`src/rtl/axi_lite_slave_regs.sv`:
```
// AXI4-Lite responder exposing four read/write registers.
// The write path collects AW and W independently (either order or together),
// commits on the edge where both are held, and then answers on B. The read
// path is a separate two-state FSM returning the pre-edge register value on R.
// Register contents and a one-cycle write strobe per register are exported.
module axi_lite_slave_regs #(
   parameter int                    DATA_WIDTH  = 32,
   parameter int                    ADDR_WIDTH  = 4,
   parameter logic [DATA_WIDTH-1:0] RESET_VALUE = '0
) (
   input  logic                  ACLK,
   input  logic                  ARESET,
   input  logic [ADDR_WIDTH-1:0] AWADDR,
   input  logic                  AWVALID,
   output logic                  AWREADY,
   input  logic [DATA_WIDTH-1:0] WDATA,
   input  logic                  WVALID,
   output logic                  WREADY,
   output logic [1:0]            BRESP,
   output logic                  BVALID,
   input  logic                  BREADY,
   input  logic [ADDR_WIDTH-1:0] ARADDR,
   input  logic                  ARVALID,
   output logic                  ARREADY,
   output logic [DATA_WIDTH-1:0] RDATA,
   output logic [1:0]            RRESP,
   output logic                  RVALID,
   input  logic                  RREADY,
   output logic [DATA_WIDTH-1:0] slv_reg0,
   output logic [DATA_WIDTH-1:0] slv_reg1,
   output logic [DATA_WIDTH-1:0] slv_reg2,
   output logic [DATA_WIDTH-1:0] slv_reg3,
   output logic [3:0]            reg_wr_pulse
);

   typedef enum logic {W_IDLE, W_RESP} w_state_t;
   typedef enum logic {R_IDLE, R_RESP} r_state_t;

   w_state_t w_state, w_state_nxt;
   r_state_t r_state, r_state_nxt;

   logic                  aw_held, w_held;
   logic [1:0]            aw_idx_hold;
   logic [DATA_WIDTH-1:0] w_data_hold;
   logic                  aw_hs, w_hs, wr_commit, ar_hs;
   logic [1:0]            wr_idx;
   logic [DATA_WIDTH-1:0] wr_data;
   logic [DATA_WIDTH-1:0] regs [4];

   // Byte-lane bits of the addresses never select anything.
   logic unused_addr_bits;
   assign unused_addr_bits = ^{AWADDR[1:0], ARADDR[1:0]};

   // Every address decodes to a register, so responses are always OKAY.
   assign BRESP = 2'b00;
   assign RRESP = 2'b00;

   assign slv_reg0 = regs[0];
   assign slv_reg1 = regs[1];
   assign slv_reg2 = regs[2];
   assign slv_reg3 = regs[3];

   // Write FSM next state, READY decode and commit detection.
   always_comb begin
      w_state_nxt = w_state;
      AWREADY     = 1'b0;
      WREADY      = 1'b0;
      aw_hs       = 1'b0;
      w_hs        = 1'b0;
      wr_commit   = 1'b0;
      wr_idx      = aw_held ? aw_idx_hold : AWADDR[3:2];
      wr_data     = w_held  ? w_data_hold : WDATA;
      case (w_state)
         W_IDLE: begin
            AWREADY   = ~aw_held & ~ARESET;
            WREADY    = ~w_held & ~ARESET;
            aw_hs     = AWVALID & AWREADY;
            w_hs      = WVALID & WREADY;
            wr_commit = (aw_held | aw_hs) & (w_held | w_hs);
            if (wr_commit) w_state_nxt = W_RESP;
         end
         W_RESP: begin
            if (BVALID && BREADY) w_state_nxt = W_IDLE;
         end
         default: w_state_nxt = W_IDLE;
      endcase
   end

   // Write FSM state register.
   always_ff @(posedge ACLK or posedge ARESET) begin
      if (ARESET) w_state <= W_IDLE;
      else        w_state <= w_state_nxt;
   end

   // Held flags: set on each handshake, cleared together on commit.
   always_ff @(posedge ACLK or posedge ARESET) begin
      if (ARESET) begin
         aw_held <= 1'b0;
         w_held  <= 1'b0;
      end else if (wr_commit) begin
         aw_held <= 1'b0;
         w_held  <= 1'b0;
      end else begin
         if (aw_hs) aw_held <= 1'b1;
         if (w_hs)  w_held  <= 1'b1;
      end
   end

   // Holding registers for whichever half of the write arrived first.
   always_ff @(posedge ACLK) begin
      if (aw_hs) aw_idx_hold <= AWADDR[3:2];
      if (w_hs)  w_data_hold <= WDATA;
   end

   // Write response valid: raised on commit, dropped on the B handshake.
   always_ff @(posedge ACLK or posedge ARESET) begin
      if (ARESET)                BVALID <= 1'b0;
      else if (wr_commit)        BVALID <= 1'b1;
      else if (BVALID && BREADY) BVALID <= 1'b0;
   end

   // Register file update and one-cycle per-register write strobe.
   always_ff @(posedge ACLK or posedge ARESET) begin
      if (ARESET) begin
         for (int i = 0; i < 4; i++) regs[i] <= RESET_VALUE;
         reg_wr_pulse <= '0;
      end else begin
         reg_wr_pulse <= '0;
         if (wr_commit) begin
            regs[wr_idx]         <= wr_data;
            reg_wr_pulse[wr_idx] <= 1'b1;
         end
      end
   end

   // Read FSM next state and ARREADY decode.
   always_comb begin
      r_state_nxt = r_state;
      ARREADY     = 1'b0;
      ar_hs       = 1'b0;
      case (r_state)
         R_IDLE: begin
            ARREADY = ~ARESET;
            ar_hs   = ARVALID & ARREADY;
            if (ar_hs) r_state_nxt = R_RESP;
         end
         R_RESP: begin
            if (RVALID && RREADY) r_state_nxt = R_IDLE;
         end
         default: r_state_nxt = R_IDLE;
      endcase
   end

   // Read FSM state register.
   always_ff @(posedge ACLK or posedge ARESET) begin
      if (ARESET) r_state <= R_IDLE;
      else        r_state <= r_state_nxt;
   end

   // Read data capture (pre-edge register value) and RVALID handshake.
   always_ff @(posedge ACLK or posedge ARESET) begin
      if (ARESET) begin
         RDATA  <= '0;
         RVALID <= 1'b0;
      end else if (ar_hs) begin
         RDATA  <= regs[ARADDR[3:2]];
         RVALID <= 1'b1;
      end else if (RVALID && RREADY) begin
         RVALID <= 1'b0;
      end
   end

endmodule

```
`config.mk`:
```
export PLATFORM = sky130hd
export DESIGN_NAME = axi_lite_slave_regs
export DESIGN_NICKNAME = d
export VERILOG_FILES = /design/src/rtl/axi_lite_slave_regs.sv
export SDC_FILE = /design/constraint.sdc
export NUM_CORES = 1
export LEC_CHECK = 0
export BUFFER_PORTS_ARGS = -buffer_cell sky130_fd_sc_hd__buf_2
export CAP_MARGIN = 10
export CELL_PAD_IN_SITES_DETAIL_PLACEMENT = 0
export CELL_PAD_IN_SITES_GLOBAL_PLACEMENT = 2
export CORE_MARGIN = 2
export CORE_UTILIZATION = 36
export CTS_BUF_LIST = sky130_fd_sc_hd__clkbuf_4
export CTS_CLUSTER_SIZE = 24
export DETAILED_ROUTE_END_ITERATION = 10
export PLACE_DENSITY_LB_ADDON = 0.1
export SLEW_MARGIN = 20
export SYNTH_ARGS = -nofsm -noshare
export SYNTH_HDL_FRONTEND = slang
export SYNTH_SLANG_ARGS = --single-unit
```
`constraint.sdc`:
```
create_clock -name ACLK -period 5.6 [get_ports ACLK]
set_input_delay 0.84 -clock ACLK [delete_from_list [all_inputs] [get_ports ACLK]]
set_output_delay 0.84 -clock ACLK [all_outputs]
set_load 0.03 [all_outputs]
```
==> results of run 1 <==
[flip-flops by register name, indices dropped and copies added (netlist names)]
signal / cells
BVALID: 1
RDATA: 32
RVALID: 1
aw_held: 1
aw_idx_hold: 2
r_state: 1
reg_wr_pulse: 4
slv_reg0: 32
slv_reg1: 32
slv_reg2: 32
slv_reg3: 32
w_data_hold: 32
w_held: 1
w_state: 1
[Yosys cell counts]
cell      count
a21o_1        2
nor3_4        4
and2_1        3
dfrtp_1     170
mux2_4      116
nand2_1       4
mux2i_1       2
nor3_1        2
mux4_2       32
buf_6        13
clkbuf_8      1
o221ai_4      1
o21a_1        2
and2b_2       2
conb_1        1
mux2_2       78
clkbuf_1      7
buf_4         4
o21ai_0       1
nor2_1        1
buf_2         7
edfxtp_1     34
inv_1         4
[power groups by stage]
stage | Sequential [mW] | Combinational [mW] | Clock [mW]
finish | 2.58 | 3.42 | 1.38
floorplan | 3.64 | 1.41 | 0
detailed placement | 2.60 | 3.45 | 0
CTS | 2.59 | 3.46 | 1.44
global placement | 2.57 | 3.42 | 0
global route | 2.67 | 3.59 | 1.52
[stage by stage]
step                total power, mW  utilization, %  setup slack [ns]  hold slack (ns)  std cells
finish                         7.38            44.9              2.86            0.337       1126
global placement               5.99            41.8              2.71            0.468       1017
CTS                            7.49            44.8              2.75            0.272       1122
floorplan                      5.04               -             0.157            0.451        494
global route                   7.79            44.9              2.64            0.292       1125
detailed placement             6.06            41.8              2.68            0.472       1017
[cell families (layout without fill, tap and decap cells)]
logic type	Yosys count	count (layout)	share of synthesized area (%)
mux	228	228	36.9
flops	204	204	58.0
buf+inv	36	334	2.93
other cells	1	8	0.0412
compound gates	6	6	0.674
simple gates	16	16	1.43
[metal layers]
metal	routed length, um	part of all wire, %
met1	10300	43
met5	13	0.054
met3	1770	7.4
met2	11400	47
met4	515	2.1
[how the worst min path moves through the flow]
stage / from / endpoint
2_1_floorplan: r_state / r_state
3_3_place_gp: r_state / r_state
3_5_place_dp: r_state / r_state
4_1_cts: ARESET / slv_reg1[0]
5_1_grt: WDATA[23] / w_data_hold[23]
6_report: ARESET / RDATA[31]
[final cells by class]
| cell class | instances | area (um2) | area share (%) |
|---|---|---|---|
| antenna | 4 | 10.0 | 0.0894 |
| multi-input combinational | 254 | 3570 | 31.9 |
| sequential | 204 | 5280 | 47.1 |
| clock buffer | 95 | 713 | 6.37 |
| tap | 330 | 413 | 3.69 |
| clock inverter | 10 | 37.5 | 0.335 |
| inverter | 4 | 20.0 | 0.179 |
| timing repair buffer | 225 | 1160 | 10.4 |
[critical path, stage by stage (launching register included)]
cell and delay (ns):
dfrtp_2 0.42, buf_4 0.32, nor3_1 0.28, buf_2 0.24
==> flow_summary.json, run 1 <==
{
  "status": "finished, final reports clean",
  "grt-busiest-layer": "met2",
  "yosysTopAreaCellShare_pct": 46.8,
  "clock_latency_ns": 0.67,
  "grtUsageMet2_pct": 28.9,
  "ant_nets": 0,
  "seq_power_share_pct": 35.0,
  "grt_max_degree": 69,
  "overflow": 0,
  "syn_area_um2": 9100,
  "switching_share_pct": 41.5,
  "grtUsageMet1_pct": 24.0,
  "die_w_um": 163,
  "synth-seq-cells": 204,
  "fill_cells": 2317,
  "synthTopCellsByArea": "dfrtp_1 (47%), mux2_4 (19%), edfxtp_1 (11%)",
  "worstPathRequired_ns": 4.76,
  "irDropWorstVdd_mv": 0.333,
  "critPathLaunchType": "register",
  "drc": 0,
  "placementRows": 58,
  "r2r_cells": 4,
  "post_cts_buffers": 0,
  "holdBufCountCts": 0,
  "drv_slew": 0,
  "yosysUniqueCellTypes": 23,
  "tns_ns": 0,
  "drt_wl_total_um": 24000,
  "final_hold_viol_count": 0,
  "viasPerCell": 4.80,
  "first_iter_violations": 251,
  "rsz0062_at_grt": "false",
  "max_freq_mhz": 365,
  "clock_sinks": 204,
  "cts_max_path_buffers": 3,
  "crit_path_end_kind": "output port",
  "cts_resized": 0,
  "drive_above_1_share_pct": 70.6,
  "antenna_found_initial": 2,
  "path_class": "reg -> out",
  "final_cell_mix": "buf_2 (211), dfrtp_1 (169), mux2_4 (116), clkbuf_4 (95), mux2_2 (78)",
  "reg2reg_from": "w_held",
  "p_clk_share_pct": 18.7,
  "leakage_nw": 5.27,
  "cap_violations": 0,
  "cp_max_fo": 34,
  "nets": 792,
  "htree_levels": 2,
  "synth_top_area_cell": "dfrtp_1",
  "r2r-end": "w_data_hold[14]",
  "internal_power_mw": 4.32,
  "gp_congestion": 0.757,
  "grt_pass1_vias": 5862,
  "critPathLaunch": "w_held",
  "r2r_setup_slack_ns": 3.52,
  "coreArea_um2": 25000,
  "numCtsBuffers": 56,
  "yosysWarnings": 0,
  "syn_inst": 491,
  "cp.arrival_ns": 1.90,
  "critical_path.endpoint": "WREADY",
  "dpl.hpwl_um": 15200,
  "p_per_area_nw_per_um2": 659,
  "fin_crit_ns": 2.74,
  "clockRootBuffer": "clkbuf_4",
  "power_switching_mw": 3.06,
  "layout_commonest_cell": "buf_2",
  "die_h_um": 163,
  "syn2layout_area_growth_pct": 23.1,
  "fin_crit_sh_pct": 48.9,
  "fp.dieArea_um2": 26600,
  "maxSlewHeadroom_pct": 25.9,
  "grt_pass1_wl_um": 36300,
  "dpl_cell_area_um2": 10400,
  "clk_pin_slew_ns": 0.07,
  "dr_total_vias": 5405,
  "firstDrtPassIters": 4,
  "io_buffer_count": 211,
  "grt_use_met3_pct": 5.83,
  "hp-class": "in -> async",
  "avgSynthCellArea_um2": 18.5,
  "track_usage_pct": 18.3,
  "yosysSeqAreaShare_pct": 58.0,
  "finClkSkew_ns": 0.0470,
  "boundaryPins": 220,
  "worst_pin_slew_ns": 1.11,
  "cts_tree": "yes",
  "detail_route.wl_per_cell_um": 21.3,
  "setup_viol": 0,
  "start_util_pct": 36.4,
  "pwr-share-comb_pct": 46.3,
  "stdcell_area_um2": 11200
}
No activity file was read; power rests on OpenSTA's default activity.
==> run 2: changes to the inputs <==
- ABC_AREA: not set -> 1
- CORE_UTILIZATION: 36 -> 32
- clock period: 5.6 -> 2.7 ns (I/O delays scaled with it)
==> flow_summary.json, run 2 <==
{
  "status": "finished, final reports clean",
  "avgSynthCellArea_um2": 8.06,
  "leakage_nw": 6.28,
  "antenna_found_initial": 1,
  "max_stage_delay_ns": 0.53,
  "yosysTopAreaCellShare_pct": 46.5,
  "synth_compound_area_share_pct": 8.23,
  "hp-class": "in -> reg",
  "placementRows": 61,
  "nets": 1450,
  "grt_max_degree": 65,
  "ant_nets": 0,
  "grt_pass1_vias": 8333,
  "final_hold_viol_count": 0,
  "tns_ns": 0,
  "path_class": "in -> out",
  "yosysMostFrequentCell": "nand2_1",
  "ys.flop_type": "dfrtp_1",
  "yosysSeqAreaShare_pct": 57.6,
  "syn_area_um2": 9150,
  "post_cts_buffers": 0,
  "rsz0062_at_grt": "false",
  "fill_cells": 3007,
  "cts_tree": "yes",
  "synth_top_area_cell": "dfrtp_1",
  "die_h_um": 173,
  "dpl.hpwl_um": 20100,
  "p_per_area_nw_per_um2": 1320,
  "htree_levels": 2,
  "holdBufCountCts": 37,
  "grt_pass1_wl_um": 49800,
  "synth_edf_count": 34,
  "crit_path_end_kind": "output port",
  "clockRootBuffer": "clkbuf_4",
  "drive_above_1_share_pct": 24.0,
  "irDropWorstVdd_mv": 0.541,
  "track_usage_pct": 21.4,
  "io_buffer_count": 211,
  "maxSlewHeadroom_pct": 47.5,
  "firstDrtPassIters": 5,
  "critPathLaunchType": "input port",
  "regArea_um2": 5280,
  "max_freq_mhz": 434,
  "synth_xor_area_share_pct": 0,
  "clock_latency_ns": 0.69,
  "coreArea_um2": 28000,
  "syn2layout_area_growth_pct": 29.2,
  "layout_commonest_cell": "nand2_1",
  "yosysWarnings": 0,
  "worst_pin_slew_ns": 0.787,
  "clk_pin_slew_ns": 0.06,
  "crit_chain": "dlygate4sd3_1 > buf_2 > inv_12 > nand2_1 > nor2_1 > buf_2",
  "yosysUniqueCellTypes": 22,
  "dr_total_vias": 8287,
  "synth-simple-area-share_pct": 28.6,
  "synth-seq-cells": 204,
  "detail_route.wl_per_cell_um": 17.4,
  "hold_start": "AWVALID",
  "die_w_um": 173,
  "first_iter_violations": 436,
  "final_cell_mix": "nand2_1 (471), buf_2 (211), nor2_1 (199), dfrtp_1 (169), clkbuf_4 (93)",
  "viasPerCell": 4.54,
  "overflow": 0,
  "cap_violations": 0,
  "setup_viol": 0,
  "finClkSkew_ns": 0.0429,
  "synth_fa_ha_area_share_pct": 0,
  "boundaryPins": 220,
  "clock_sinks": 204,
  "syn_inst": 1135,
  "start_util_pct": 32.7,
  "worstPathRequired_ns": 2.30,
  "drt_wl_total_um": 31800,
  "drc": 0,
  "power.total_mw": 15.6,
  "multi_input_area_um2": 3430,
  "numCtsBuffers": 57,
  "synth_top_family_by_area": "simple AND/OR/NAND/NOR gates",
  "synthTopCellsByArea": "dfrtp_1 (46%), nand2_1 (19%), edfxtp_1 (11%)",
  "gp_congestion": 0.774,
  "reg2reg_from": "aw_held",
  "cts_resized": 0,
  "fp.dieArea_um2": 30000,
  "cts_max_path_buffers": 3,
  "cp_common_cell": "buf_2",
  "cp.arrival_ns": 1.90,
  "synth_common_cells": "nand2_1 (472), nor2_1 (199), dfrtp_1 (170)",
  "drv_slew": 0,
  "fin_crit_ns": 2.30,
  "synthArstFlopShare_pct": 83.3,
  "cp_max_fo": 36,
  "fin_crit_sh_pct": 85.3,
  "critPathLaunch": "ARESET",
  "slowest_stage": "dlygate4sd3_1",
  "muxShareOfSynthArea_pct": 0
}
## run 2: worst paths after layout
path / endpoint / slack, ns / cells past startpoint
max: WREADY / 0.40 / 6
min: aw_idx_hold[1] / 0.16 / 3
max reg2reg: slv_reg3[26] / 0.70 / 6
min reg2reg: slv_reg2[16] / 0.49 / 2
max in group asynchronous: RDATA[30] / 0.93 / 5
min in group asynchronous: slv_reg1[28] / 0.26 / 3
## run 2: power by group
group          switching, mW  total [mW]  internal (mW)
clock network           1.34        2.97           1.63
registers               1.10        5.58           4.47
logic                   5.14        7.09           1.95
total                   7.58        15.6           8.06
## run 2: critical path, delay by kind of cell
kind	cells	cell delay [ns]
buf+inv	4	1.10
simple gates	2	0.39
## run 2: metrics by stage
| stage | std cells | setup slack, ns | util [%] | hold WS [ns] | cell area, um2 |
|---|---|---|---|---|---|
| floorplan | 1138 | 0.186 | - | 0.402 | 9190 |
| CTS | 1825 | 0.386 | 42.2 | 0.104 | 11800 |
| finish | 1827 | 0.397 | 42.2 | 0.156 | 11800 |
| global route | 1827 | 0.288 | 42.2 | 0.148 | 11800 |
| global placement | 1685 | 0.508 | 38.2 | 0.411 | 10700 |
| detailed placement | 1685 | 0.474 | 38.2 | 0.410 | 10700 |
## run 2: cells by family after synthesis
kind of cell | after synthesis
AO/OA/AOI/OAI | 134
buffers and inverters | 113
flip-flops | 204
other | 1
AND/OR/NAND/NOR | 683
## run 2: final cells by class
cell class / count / share of cell area, %
antenna: 2 / 0.0423
timing repair buffer: 272 / 14.3
tap: 378 / 4.00
inverter: 47 / 1.60
sequential: 204 / 44.6
multi-input combinational: 821 / 29.0
clock inverter: 10 / 0.540
clock buffer: 93 / 5.90
## run 2: per-layer routing
layer / vias to the layer above / wire, um / global-route usage, %
met5: - / 0 / 0
met3: 49 / 2090 / 5.47
met2: 239 / 14600 / 34.4
met1: 3896 / 14500 / 28.5
li1: 4103 / - / -
met4: 0 / 564 / 5.93
